`config.mk`:
```
export PLATFORM = sky130hd
export DESIGN_NAME = timer_arbiter_flat
export DESIGN_NICKNAME = d
export VERILOG_FILES = /design/src/rtl/timer_arbiter_pkg.sv /design/src/rtl/timer_arbiter_if.sv /design/src/rtl/timer_arbiter_counter.sv /design/src/rtl/timer_arbiter.sv /design/src/flat_wrapper.sv
export SDC_FILE = /design/constraint.sdc
export NUM_CORES = 1
export LEC_CHECK = 0
export ABC_AREA = 1
export BUFFER_PORTS_ARGS = -buffer_cell sky130_fd_sc_hd__buf_2
export CORE_MARGIN = 2
export CORE_UTILIZATION = 35
export CTS_BUF_LIST = sky130_fd_sc_hd__clkbuf_4 sky130_fd_sc_hd__clkbuf_8
export CTS_CLUSTER_SIZE = 40
export DETAILED_ROUTE_END_ITERATION = 7
export GPL_ROUTABILITY_DRIVEN = 1
export PLACE_DENSITY = 0.59
export SLEW_MARGIN = 30
export SYNTH_ARGS = -nofsm -noshare
export SYNTH_HDL_FRONTEND = slang
export SYNTH_SLANG_ARGS = --single-unit
```
`constraint.sdc`:
```
create_clock -name clk -period 2.63 [get_ports clk]
set_clock_uncertainty 0.05 [all_clocks]
set_input_delay 0.1315 -clock clk [delete_from_list [all_inputs] [get_ports clk]]
set_output_delay 0.1315 -clock clk [all_outputs]
set_load 0.005 [all_outputs]
```
`src/rtl/timer_arbiter_pkg.sv`:
```
// Shared types, defaults and the round-robin winner search for timer_arbiter.
package timer_arbiter_pkg;

  localparam int DEF_N_REQ  = 4;
  localparam int DEF_MODULO = 128;
  localparam int MAX_REQ    = 32;

  typedef enum logic [1:0] {
    IDLE = 2'd0,
    LOAD = 2'd1,
    RUN  = 2'd2
  } state_e;

  // First set bit above 'last' (wrapping within n requesters); returns 'last' if none.
  // Scanned downward so the closest candidate is the final assignment.
  function automatic int rr_pick(input logic [MAX_REQ-1:0] req, input int n, input int last);
    int idx;
    rr_pick = last;
    for (int i = MAX_REQ; i >= 1; i--) begin
      if (i <= n) begin
        idx = last + i;
        if (idx >= n) idx = idx - n;
        if (req[idx[4:0]]) rr_pick = idx;
      end
    end
  endfunction

endpackage

```
`src/rtl/timer_arbiter_if.sv`:
```
// Request/grant bundle between requesters and the shared interval timer.
interface timer_arbiter_if
  import timer_arbiter_pkg::*;
#(
  parameter int N_REQ  = DEF_N_REQ,
  parameter int MODULO = DEF_MODULO
);
  localparam int CW = $clog2(MODULO);
  localparam int IW = $clog2(N_REQ);

  logic [N_REQ-1:0] req;
  logic             pause;
  logic [N_REQ-1:0] grant;
  logic [IW-1:0]    grant_id;
  logic [N_REQ-1:0] done;
  logic             busy;
  logic [CW-1:0]    cnt;

  modport master (output req, pause, input grant, grant_id, done, busy, cnt);
  modport slave  (input req, pause, output grant, grant_id, done, busy, cnt);
endinterface

```
`src/rtl/timer_arbiter_counter.sv`:
```
// Modulo-MODULO up counter with carry; carry is combinational on the terminal count.
module Counter #(
  parameter int MODULO = 128,
  localparam int CW    = $clog2(MODULO)
) (
  input  logic          clk,
  input  logic          rst,
  input  logic          en,
  output logic [CW-1:0] cnt,
  output logic          co
);

  assign co = en && (cnt == CW'(MODULO - 1));

  always_ff @(posedge clk) begin
    if (rst)     cnt <= '0;
    else if (en) cnt <= co ? '0 : cnt + 1'b1;
  end

endmodule

```
`src/rtl/timer_arbiter.sv`:
```
// Round-robin arbiter handing one shared interval counter to N_REQ requesters.
module timer_arbiter
  import timer_arbiter_pkg::*;
#(
  parameter int  N_REQ  = DEF_N_REQ,
  parameter int  MODULO = DEF_MODULO,
  localparam int CW     = $clog2(MODULO),
  localparam int IW     = $clog2(N_REQ)
) (
  input logic           clk,
  input logic           rst,
  timer_arbiter_if.slave bus
);

  state_e           state, state_n;
  logic [N_REQ-1:0] grant_q, grant_n, done_q, done_n;
  logic [IW-1:0]    gid_q, gid_n, last_q, last_n;
  logic [CW-1:0]    cnt;
  logic             en, co, cnt_rst;
  int               pick;

  // LOAD doubles as the counter clear so every interval starts from 0.
  assign en      = (state == RUN) && !bus.pause;
  assign cnt_rst = rst || (state == LOAD);

  Counter #(.MODULO(MODULO)) u_cnt (
    .clk (clk),
    .rst (cnt_rst),
    .en  (en),
    .cnt (cnt),
    .co  (co)
  );

  always_comb begin
    state_n = state;
    grant_n = grant_q;
    done_n  = '0;
    gid_n   = gid_q;
    last_n  = last_q;
    pick    = rr_pick(MAX_REQ'(bus.req), N_REQ, int'(last_q));
    case (state)
      IDLE: if (|bus.req) begin
        state_n       = LOAD;
        gid_n         = IW'(pick);
        grant_n       = '0;
        grant_n[gid_n] = 1'b1;
      end
      LOAD: if (!bus.req[gid_q]) begin
        state_n = IDLE;
        grant_n = '0;
        last_n  = gid_q;
      end else begin
        state_n = RUN;
      end
      RUN: if (co) begin
        // carry beats a simultaneous request drop
        state_n = IDLE;
        done_n  = grant_q;
        grant_n = '0;
        last_n  = gid_q;
      end else if (!bus.req[gid_q]) begin
        state_n = IDLE;
        grant_n = '0;
        last_n  = gid_q;
      end
      default: state_n = IDLE;
    endcase
  end

  always_ff @(posedge clk) begin
    if (rst) begin
      state   <= IDLE;
      grant_q <= '0;
      done_q  <= '0;
      gid_q   <= '0;
      last_q  <= IW'(N_REQ - 1);
    end else begin
      state   <= state_n;
      grant_q <= grant_n;
      done_q  <= done_n;
      gid_q   <= gid_n;
      last_q  <= last_n;
    end
  end

  assign bus.grant    = grant_q;
  assign bus.grant_id = gid_q;
  assign bus.done     = done_q;
  assign bus.busy     = (state != IDLE);
  assign bus.cnt      = cnt;

endmodule

```
`src/flat_wrapper.sv`:
```
// flat-port wrapper written by rule: the top's interface ports become plain ports
module timer_arbiter_flat import timer_arbiter_pkg::*;
#(
  parameter int  N_REQ  = DEF_N_REQ,
  parameter int  MODULO = DEF_MODULO,
  localparam int CW     = $clog2(MODULO),
  localparam int IW     = $clog2(N_REQ)
)
  (clk, rst, bus_req, bus_pause, bus_grant, bus_grant_id, bus_done, bus_busy, bus_cnt);
  timer_arbiter_if #(.N_REQ(N_REQ), .MODULO(MODULO)) bus_i ();
  input logic clk;
  input logic rst;
  input wire logic [$bits(bus_i.req)-1:0] bus_req;
  input wire logic [$bits(bus_i.pause)-1:0] bus_pause;
  output wire logic [$bits(bus_i.grant)-1:0] bus_grant;
  output wire logic [$bits(bus_i.grant_id)-1:0] bus_grant_id;
  output wire logic [$bits(bus_i.done)-1:0] bus_done;
  output wire logic [$bits(bus_i.busy)-1:0] bus_busy;
  output wire logic [$bits(bus_i.cnt)-1:0] bus_cnt;
  assign bus_i.req = bus_req;
  assign bus_i.pause = bus_pause;
  assign bus_grant = bus_i.grant;
  assign bus_grant_id = bus_i.grant_id;
  assign bus_done = bus_i.done;
  assign bus_busy = bus_i.busy;
  assign bus_cnt = bus_i.cnt;
  timer_arbiter #(.N_REQ(N_REQ), .MODULO(MODULO)) u_core (.clk(clk), .rst(rst), .bus(bus_i));
endmodule
```
==> results.py, run 1 <==
metrics = {
    "floorplanning": {
        "dieArea_um2": 4320,
        "chipWidth_um": 65.8,
        "std_cell_rows": 22,
        "start_util_pct": 36.5,
        "num_io_pins": 25,
        "core_um2": 3660,
        "chipHeight_um": 65.8,
    },
    "global_route": {
        "gr-total-overflow": 0,
        "antenna_found_initial": 0,
        "grt.total_usage_pct": 14.5,
        "grt_max_degree": 13,
        "grt_pass1_wl_um": 5000,
        "grt_pass1_vias": 1141,
    },
    "pwr": {
        "pwr-share-seq_pct": 30.3,
        "peakVddDrop_v": 0.000292,
        "clockPowerShare_pct": 14.6,
        "switching_share_pct": 47.1,
        "pwr-share-comb_pct": 55.1,
        "p_leak_nw": 0.775,
        "pwr_density_cell_nw_per_um2": 973,
        "p_switching_mw": 0.713,
        "p_int_mw": 0.799,
    },
    "sta": {
        "fin_ws_ns": 0.517,
        "finalHoldViolCount": 0,
        "final-setup-viol-count": 0,
        "hold_ws_ns": 0.0259,
        "fmax_mhz": 473,
        "rsz0062_at_grt": "no",
        "fin_setup_tns_ns": 0,
        "slew-limit-headroom_pct": 69.8,
        "post-route-period-util_pct": 80.3,
        "worstMarginPinSlew_ns": 0.452,
        "drv_slew": 0,
        "fin_crit_ns": 2.11,
    },
    "place": {
        "routabilityCongestion": 0.831,
        "dp_hpwl_um": 2180,
        "post-place-ws_ns": 0.539,
        "io_buffer_count": 24,
        "placed_area_um2": 1500,
    },
    "layout": {
        "area_growth_pct": 16.3,
        "drive_gt1_share_pct": 24.0,
        "final_area_um2": 1550,
        "nets": 239,
        "antennaDiodeCount": 0,
        "num-fill-cells": 382,
    },
    "critical_path": {
        "worstSetupPathType": "reg2reg",
        "regToRegStartpoint": "u_core.last_q[0]",
        "endpoint_kind": "flop",
        "r2r_end": "u_core.bus.grant[1]",
        "r2r_setup_slack_ns": 0.52,
        "startpoint_type": "flop",
        "worstPathMaxFanout": 12,
        "worstPathRequired_ns": 2.74,
        "worst_r2r_path_depth": 13,
        "arrival_ns": 2.22,
    },
    "cts": {
        "clock_latency_ns": 0.26,
        "cts_resized": 0,
        "path_clk_slew_ns": 0.07,
        "post_cts_buffers": 0,
        "htree_levels": 1,
        "cts_hold_buffers": 0,
        "cts_tree": "done",
        "cts.sinks": 21,
        "root_buffer": "clkbuf_8",
        "cts_buffer_depth": 2,
        "cts_buffers": 3,
    },
    "status": {
        "outcome": "finished, final reports clean",
    },
    "drt": {
        "vias": 1217,
        "drt_wl_total_um": 2790,
        "drtIter0Drc": 21,
        "dr.pass1.iters": 4,
        "wl_per_cell_um": 10.4,
        "detail-route-antenna-nets": 0,
        "vias_per_cell": 4.52,
        "drc": 0,
    },
    "min_path": {
        "worstHoldEndpoint": "u_core.state[0]",
        "hold_path_depth": 2,
        "worstHoldStart": "rst",
        "hold_class": "in2reg",
    },
    "synth": {
        "ys_seq_area_share_pct": 31.5,
        "syn_nets": 211,
        "synth-seq-cells": 21,
        "synthCells": 194,
        "syn_avg_cell_area_um2": 6.88,
        "syn_area_um2": 1340,
        "synth-warning-count": 0,
        "ys_types": 29,
    },
    "job": {
        "maxCapViolCount": 0,
    },
}
state kept, by name, indices dropped and copies added (netlist names):
signal	cells
u_core.bus.grant_id	2
u_core.u_cnt.cnt	7
u_core.last_q	2
u_core.state	2
u_core.bus.done	4
u_core.bus.grant	4
critical path, cell delays in order (launching register included):
cell	delay, ns
dfxtp_1	0.60
inv_4	0.11
ha_1	0.39
inv_1	0.10
nand3_1	0.13
inv_2	0.06
nor2_4	0.11
nand2_4	0.06
nand2_2	0.05
nand2_2	0.05
nand3_1	0.10
nor2_1	0.05
nor2_1	0.08
nor2_1	0.04
power by group through the flow:
stage          combinational (mW)  clock [mW]  sequential (mW)
6_report                    0.833       0.221            0.458
4_1_cts                     0.838       0.231            0.458
2_1_floorplan               0.690           0            0.437
3_5_place_dp                0.834           0            0.465
3_3_place_gp                0.841           0            0.463
5_1_grt                     0.966       0.243            0.467
cell type report:
class	instances	area (um2)	share of cell area [%]
multi-input cells	141	783	50.4
clock buffers	4	48.8	3.14
well taps	48	60.1	3.87
repair buffers	24	120	7.74
flip-flops and latches	21	420	27.1
inverters	31	120	7.74
cell usage after synthesis:
cell,n,area (um2)
a211oi_1,1,7.51
nand3_1,15,75.1
o21ai_0,8,40.0
a21oi_1,12,60.1
nor3_1,4,20.0
clkinv_2,1,5.00
dfxtp_1,21,420
o21ai_1,2,10.0
nand2_1,39,146
inv_2,4,15.0
ha_1,10,125
nand4_1,1,6.26
o211ai_1,2,15.0
inv_1,25,93.8
nor2_1,23,86.3
buf_6,1,11.3
nand2_2,9,56.3
or2_1,1,6.26
o31ai_1,1,7.51
nor2_4,1,11.3
xor2_1,1,8.76
nor2_2,2,12.5
and3_1,1,6.26
o21ai_2,1,8.76
o21ai_4,1,16.3
nand3_2,4,40.0
nor4_1,1,6.26
inv_4,1,6.26
nand2_4,1,11.3
cell families (layout without fill, tap and decap cells):
logic type	after synthesis	in the layout	share of synthesized area [%]
buf+inv	32	59	9.84
xor+xnor	1	1	0.656
simple gates	102	102	36.3
fa+ha+maj	10	10	9.37
flops	21	21	31.5
compound gates	28	28	12.4
worst max path at each step:
stage                startpoint             endpoint  slack, ns  cells past startpoint
6_report       u_core.last_q[0]  u_core.bus.grant[1]       0.52                     13
5_1_grt        u_core.last_q[0]  u_core.bus.grant[1]       0.28                     13
4_1_cts        u_core.last_q[0]  u_core.bus.grant[1]       0.51                     13
3_5_place_dp   u_core.last_q[0]  u_core.bus.grant[1]       0.54                     13
3_3_place_gp   u_core.last_q[0]  u_core.bus.grant[1]       0.59                     13
2_1_floorplan  u_core.last_q[0]  u_core.bus.grant[3]       0.82                     14
through the flow:
stage | cells | util [%] | total power [mW]
finish | 269 | 42.4 | 1.51
global route | 269 | 42.4 | 1.68
CTS | 269 | 42.4 | 1.53
detailed placement | 265 | 41.1 | 1.30
global placement | 265 | 41.1 | 1.30
floorplan | 194 | - | 1.13
layout by cell type (no fill, tap or decap), types with 2 or more instances in the layout:
master	instances
clkbuf_8	3
nor2_2	2
inv_1	25
nor3_1	4
nand3_2	4
dfxtp_1	21
nand3_1	15
buf_2	24
nand2_2	9
inv_2	4
o211ai_1	2
a21oi_1	12
o21ai_1	2
ha_1	10
o21ai_0	8
nand2_1	39
nor2_1	23
metal layers:
metal / GRT usage (%) / routed length, um / vias to the layer above
met1: 18.6 / 1380 / 518
met2: 24.5 / 1270 / 21
met5: 0 / 0 / -
met4: 3.65 / 38 / 0
met3: 3.42 / 96 / 7
li1: - / - / 671
Power figures use the tool's default switching activity.
==> inputs of run 2 (changes only) <==
- ABC_AREA: 1 -> 0
- clock period: 2.63 -> 1.95 ns (I/O delays scaled with it)
==> results.py, run 2 <==
metrics = {
    "status": {
        "outcome": "finished, final reports clean",
    },
    "drt": {
        "vias": 1155,
        "vias_per_cell": 5.23,
        "drt_wl_total_um": 2840,
        "wl_per_cell_um": 12.8,
        "dr.pass1.iters": 4,
        "drtIter0Drc": 35,
        "detail-route-antenna-nets": 0,
        "drc": 0,
    },
    "synth": {
        "yosysTopAreaCellShare_pct": 33.0,
        "synth_most_common_cell": "dfxtp_1",
        "async_flop_share_pct": 0,
        "post-synth-top-area-cell": "dfxtp_1",
        "syn_nets": 161,
        "synthTopCellsByArea": "dfxtp_1 (33%), ha_1 (9.8%), nor2_1 (3.8%)",
        "synth-warning-count": 0,
        "synth-seq-cells": 21,
        "synthFlopType": "dfxtp_1",
        "syn_area_um2": 1270,
        "ys_types": 44,
        "synth_edf_count": 0,
        "syn_avg_cell_area_um2": 8.84,
        "synthCells": 144,
        "ys_seq_area_share_pct": 33.0,
        "synth_commonest_cells": "dfxtp_1 (21), nor2_1 (13), nand2_1 (11), ha_1 (10), inv_1 (10)",
    },
    "critical_path": {
        "critPathSlowestCell": "dfxtp_2",
        "arrival_ns": 2.04,
        "critPathMostFrequentCell": "a32o_1",
        "worstPathMaxFanout": 11,
        "startpoint_type": "flop",
        "worstPathRequired_ns": 2.11,
        "crit_chain": "buf_4 -> ha_1 -> nor3b_1 -> a211oi_1 -> a32o_1 -> or2_1 -> a32o_1",
        "cpPeakStageDelay_ns": 0.35,
        "worstSetupPathType": "reg2reg",
        "endpoint_kind": "flop",
    },
    "pwr": {
        "pwr_density_cell_nw_per_um2": 945,
        "peakVddDrop_v": 0.000357,
        "p_leak_nw": 0.674,
    },
    "floorplanning": {
        "std_cell_rows": 21,
        "num_io_pins": 25,
        "chipHeight_um": 64.3,
        "chipWidth_um": 64.3,
        "core_um2": 3420,
        "dieArea_um2": 4130,
        "start_util_pct": 37.3,
    },
    "place": {
        "routabilityCongestion": 0.807,
        "placed_cells": 216,
        "dp_hpwl_um": 2180,
        "io_buffer_count": 24,
        "placed_area_um2": 1510,
    },
    "layout": {
        "nets": 193,
        "fin_util_pct": 45.6,
        "final_common_cell": "buf_2",
        "final_cell_mix": "buf_2 (24), dfxtp_1 (19), nor2_1 (13), nand2_1 (11), ha_1 (9)",
        "multi_input_area_um2": 827,
        "final_area_um2": 1560,
        "fin_cells": 221,
        "regArea_um2": 425,
        "largest_reg_flops": 7,
        "antennaDiodeCount": 0,
        "drive_gt1_share_pct": 30.9,
        "regMostFlops": "u_core.u_cnt.cnt",
        "num-fill-cells": 375,
        "area_growth_pct": 22.4,
    },
    "sta": {
        "slew-limit-headroom_pct": 76.2,
        "post-route-period-util_pct": 96.6,
        "drv_slew": 0,
        "fmax_mhz": 531,
        "rsz0062_at_grt": "yes",
        "final-setup-viol-count": 0,
        "finalHoldViolCount": 0,
        "fin_crit_ns": 1.88,
        "worstMarginPinSlew_ns": 0.357,
    },
    "cts": {
        "cts.sinks": 21,
        "path_clk_slew_ns": 0.12,
        "cts_hold_buffers": 0,
        "cts_tree": "done",
        "htree_levels": 1,
        "clock_latency_ns": 0.31,
        "root_buffer": "clkbuf_4",
        "cts_buffer_depth": 2,
        "cts_buffers": 3,
    },
    "global_route": {
        "grt_max_degree": 13,
        "gr-total-overflow": 0,
        "antenna_found_initial": 0,
        "grt.total_usage_pct": 14.2,
        "grt_pass1_wl_um": 4730,
        "grt_pass1_vias": 1093,
    },
    "job": {
        "maxCapViolCount": 0,
    },
    "min_path": {
        "hold_class": "in2reg",
    },
}
run 2: cell count changes in the layout (fill, tap and decap cells not counted), moves of 4 or more:
cell	previous run	this run
a21oi_1	12	8
nand2_2	9	0
o21ai_0	8	3
inv_1	25	8
and2_1	0	5
nand2_1	39	11
buf_4	0	7
nand3_1	15	2
nor3b_1	0	4
nor2_1	23	13
run 2: through the flow:
step	hold WS [ns]	worst slack (ns)	TNS, ns	power, mW
6_report	0.0509	0.0668	0	1.47
5_1_grt	0.0629	-0.0372	-0.0658	1.59
4_1_cts	0.0484	0.0181	0	1.45
3_5_place_dp	0.388	0.0535	0	1.22
3_3_place_gp	0.379	0.0764	0	1.21
2_1_floorplan	0.264	-0.0647	-0.116	1.06
run 2: worst paths after layout:
kind	start	to	slack, ns	depth (start not counted)
setup / recovery	u_core.last_q[1]	u_core.bus.grant[0]	0.07	7
hold / removal	rst	u_core.state[1]	0.05	2
setup reg to reg	u_core.last_q[1]	u_core.bus.grant[0]	0.07	7
hold reg to reg	u_core.bus.grant[3]	u_core.bus.grant[3]	0.43	2
run 2: area by class of cell:
type	instances	share of cell area [%]
repair buffers	32	11.4
clock buffers	4	1.93
inverters	10	2.57
well taps	46	3.69
flip-flops and latches	21	27.3
multi-input cells	108	53.1
run 2: worst max-delay path, delay by kind of cell (launching register included):
| family | cells | cell delay [ns] |
|---|---|---|
| buffers and inverters | 1 | 0.17 |
| adder cells (fa/ha/maj) | 1 | 0.24 |
| flip-flops | 1 | 0.35 |
| AND/OR/NAND/NOR | 2 | 0.45 |
| AO/OA/AOI/OAI | 3 | 0.53 |
run 2: timing repair:
item	in CTS	in global routing
setup buffers	0	1
endpoints found under the setup margin	0	6
resized for setup	0	6
run 2: report_power, final:
group	internal [mW]	total, mW	switching, mW
logic	0.340	0.698	0.358
clock network	0.0938	0.228	0.134
registers	0.493	0.547	0.0539
run 2: kinds of logic after synthesis:
group | synth area share, %
AOI/OAI and AO/OA | 18.2
xor gates and xnor gates | 2.75
adders and majority gates | 9.83
buffers and inverters | 4.92
DFF | 33.0
muxes | 8.55
and+or+nand+nor | 22.7
run 2: layer usage:
layer / vias up / routed length (um) / track usage [%]
met1: 537 / 1300 / 17.3
met3: 6 / 107 / 1.23
met2: 32 / 1370 / 25.3
li1: 580 / - / -
met4: 0 / 55 / 6.38
met5: - / 0 / 0
==> inputs of run 3 (changes only) <==
- PLACE_DENSITY: 0.59 -> default
==> results.py, run 3 (synthesized netlist as in run 2, its figures left out) <==
metrics = {
    "floorplanning": {
        "std_cell_rows": 21,
        "dieArea_um2": 4130,
        "start_util_pct": 37.3,
        "num_io_pins": 25,
        "core_um2": 3420,
        "chipWidth_um": 64.3,
        "chipHeight_um": 64.3,
    },
    "layout": {
        "num-fill-cells": 356,
        "multi_input_area_um2": 846,
        "final_cell_mix": "buf_2 (24), dfxtp_1 (19), nor2_1 (13), nand2_1 (11)",
        "drive_gt1_share_pct": 33.0,
        "regMostFlops": "u_core.u_cnt.cnt",
        "largest_reg_flops": 7,
        "regArea_um2": 425,
        "fin_cells": 222,
        "area_growth_pct": 24.7,
        "final_common_cell": "buf_2",
        "nets": 194,
        "antennaDiodeCount": 0,
    },
    "sta": {
        "fin_crit_ns": 1.90,
        "post-route-period-util_pct": 97.4,
        "worstMarginPinSlew_ns": 0.339,
        "finalHoldViolCount": 0,
        "drv_slew": 0,
        "fmax_mhz": 527,
        "slew-limit-headroom_pct": 77.4,
        "rsz0062_at_grt": "no",
        "hold_ws_ns": 0.0417,
        "final-setup-viol-count": 0,
    },
    "global_route": {
        "grt.total_usage_pct": 14.4,
        "gr-total-overflow": 0,
        "antenna_found_initial": 0,
        "grt_pass1_vias": 1137,
        "grt_max_degree": 13,
        "grt_pass1_wl_um": 4840,
    },
    "min_path": {
        "worstHoldStart": "rst",
        "hold_class": "in2reg",
    },
    "status": {
        "outcome": "finished, final reports clean",
    },
    "pwr": {
        "p_switching_mw": 0.557,
        "switching_share_pct": 36.9,
        "p_int_mw": 0.954,
        "clockPowerShare_pct": 15.4,
        "peakVddDrop_v": 0.000386,
        "p_leak_nw": 0.687,
        "pwr-share-seq_pct": 36.2,
        "pwr-share-comb_pct": 48.4,
        "power_mw": 1.51,
        "pwr_density_cell_nw_per_um2": 953,
    },
    "cts": {
        "htree_levels": 1,
        "root_buffer": "clkbuf_4",
        "cts_hold_buffers": 0,
        "clock_latency_ns": 0.31,
        "cts_tree": "done",
        "cts.sinks": 21,
        "path_clk_slew_ns": 0.13,
        "cts_buffer_depth": 2,
        "cts_buffers": 3,
    },
    "critical_path": {
        "critPathSlowestCell": "dfxtp_4",
        "endpoint_kind": "flop",
        "worstPathRequired_ns": 2.11,
        "critPathLaunch": "u_core.last_q[0]",
        "cpPeakStageDelay_ns": 0.39,
        "regToRegStartpoint": "u_core.last_q[0]",
        "crit_chain": "inv_4 -> ha_4 -> mux2_4 -> a32o_1 -> or2_1 -> a32o_1",
        "worstPathMaxFanout": 7,
        "worstSetupPathType": "reg2reg",
        "critPathTopFamily": "compound AO/OA/AOI/OAI gates",
        "cp_num_buf_inv": 1,
        "critPathMostFrequentCell": "a32o_1",
        "arrival_ns": 2.06,
        "startpoint_type": "flop",
    },
    "drt": {
        "drtIter0Drc": 29,
        "drc": 0,
        "vias": 1137,
        "dr.pass1.iters": 4,
        "detail-route-antenna-nets": 0,
        "vias_per_cell": 5.12,
        "drt_wl_total_um": 2800,
        "wl_per_cell_um": 12.6,
    },
    "place": {
        "placed_cells": 216,
        "io_buffer_count": 24,
        "routabilityCongestion": 0.814,
        "dp_hpwl_um": 2120,
    },
    "job": {
        "maxCapViolCount": 0,
    },
}
## run 3: metal layers
| layer | track usage [%] | wire [um] |
|---|---|---|
| met4 | 6.38 | 26 |
| met1 | 17.7 | 1270 |
| met2 | 25.0 | 1370 |
| met5 | 0 | 0 |
| met3 | 1.94 | 129 |
## run 3: what timing repair did
item	4_1_cts	5_1_grt
setup buffers	0	2
gates resized for setup	0	9
endpoints found under the setup margin	0	6
## run 3: final timing paths
| kind | to | slack (ns) | cells past startpoint |
|---|---|---|---|
| max reg2reg | u_core.bus.grant[0] | 0.05 | 6 |
| max | u_core.bus.grant[0] | 0.05 | 6 |
| min reg2reg | u_core.bus.grant[3] | 0.43 | 2 |
| min | u_core.bus.grant_id[1] | 0.04 | 2 |
## run 3: power groups by stage
| stage | combinational, mW | clock [mW] | sequential, mW |
|---|---|---|---|
| floorplan | 0.509 | 0 | 0.553 |
| global placement | 0.651 | 0 | 0.554 |
| detailed placement | 0.667 | 0 | 0.555 |
| CTS | 0.669 | 0.237 | 0.546 |
| global route | 0.811 | 0.255 | 0.557 |
| finish | 0.732 | 0.233 | 0.547 |
## run 3: cell type report
cell class | instances | area share (%)
sequential | 21 | 26.8
timing repair buffer | 33 | 11.8
tap | 46 | 3.63
inverter | 10 | 2.52
multi-input combinational | 108 | 53.3
clock buffer | 4 | 1.89
## run 3: stage by stage
step                      setup WS (ns)  setup TNS [ns]  instance area (um2)  util [%]
after floorplan                 -0.0647          -0.116                 1320         -
after global placement           0.0785               0                 1510      44.1
after detailed placement         0.0595               0                 1510      44.1
after CTS                        0.0110               0                 1540      44.9
after global routing           0.000837               0                 1590      46.4
final                            0.0509               0                 1590      46.4
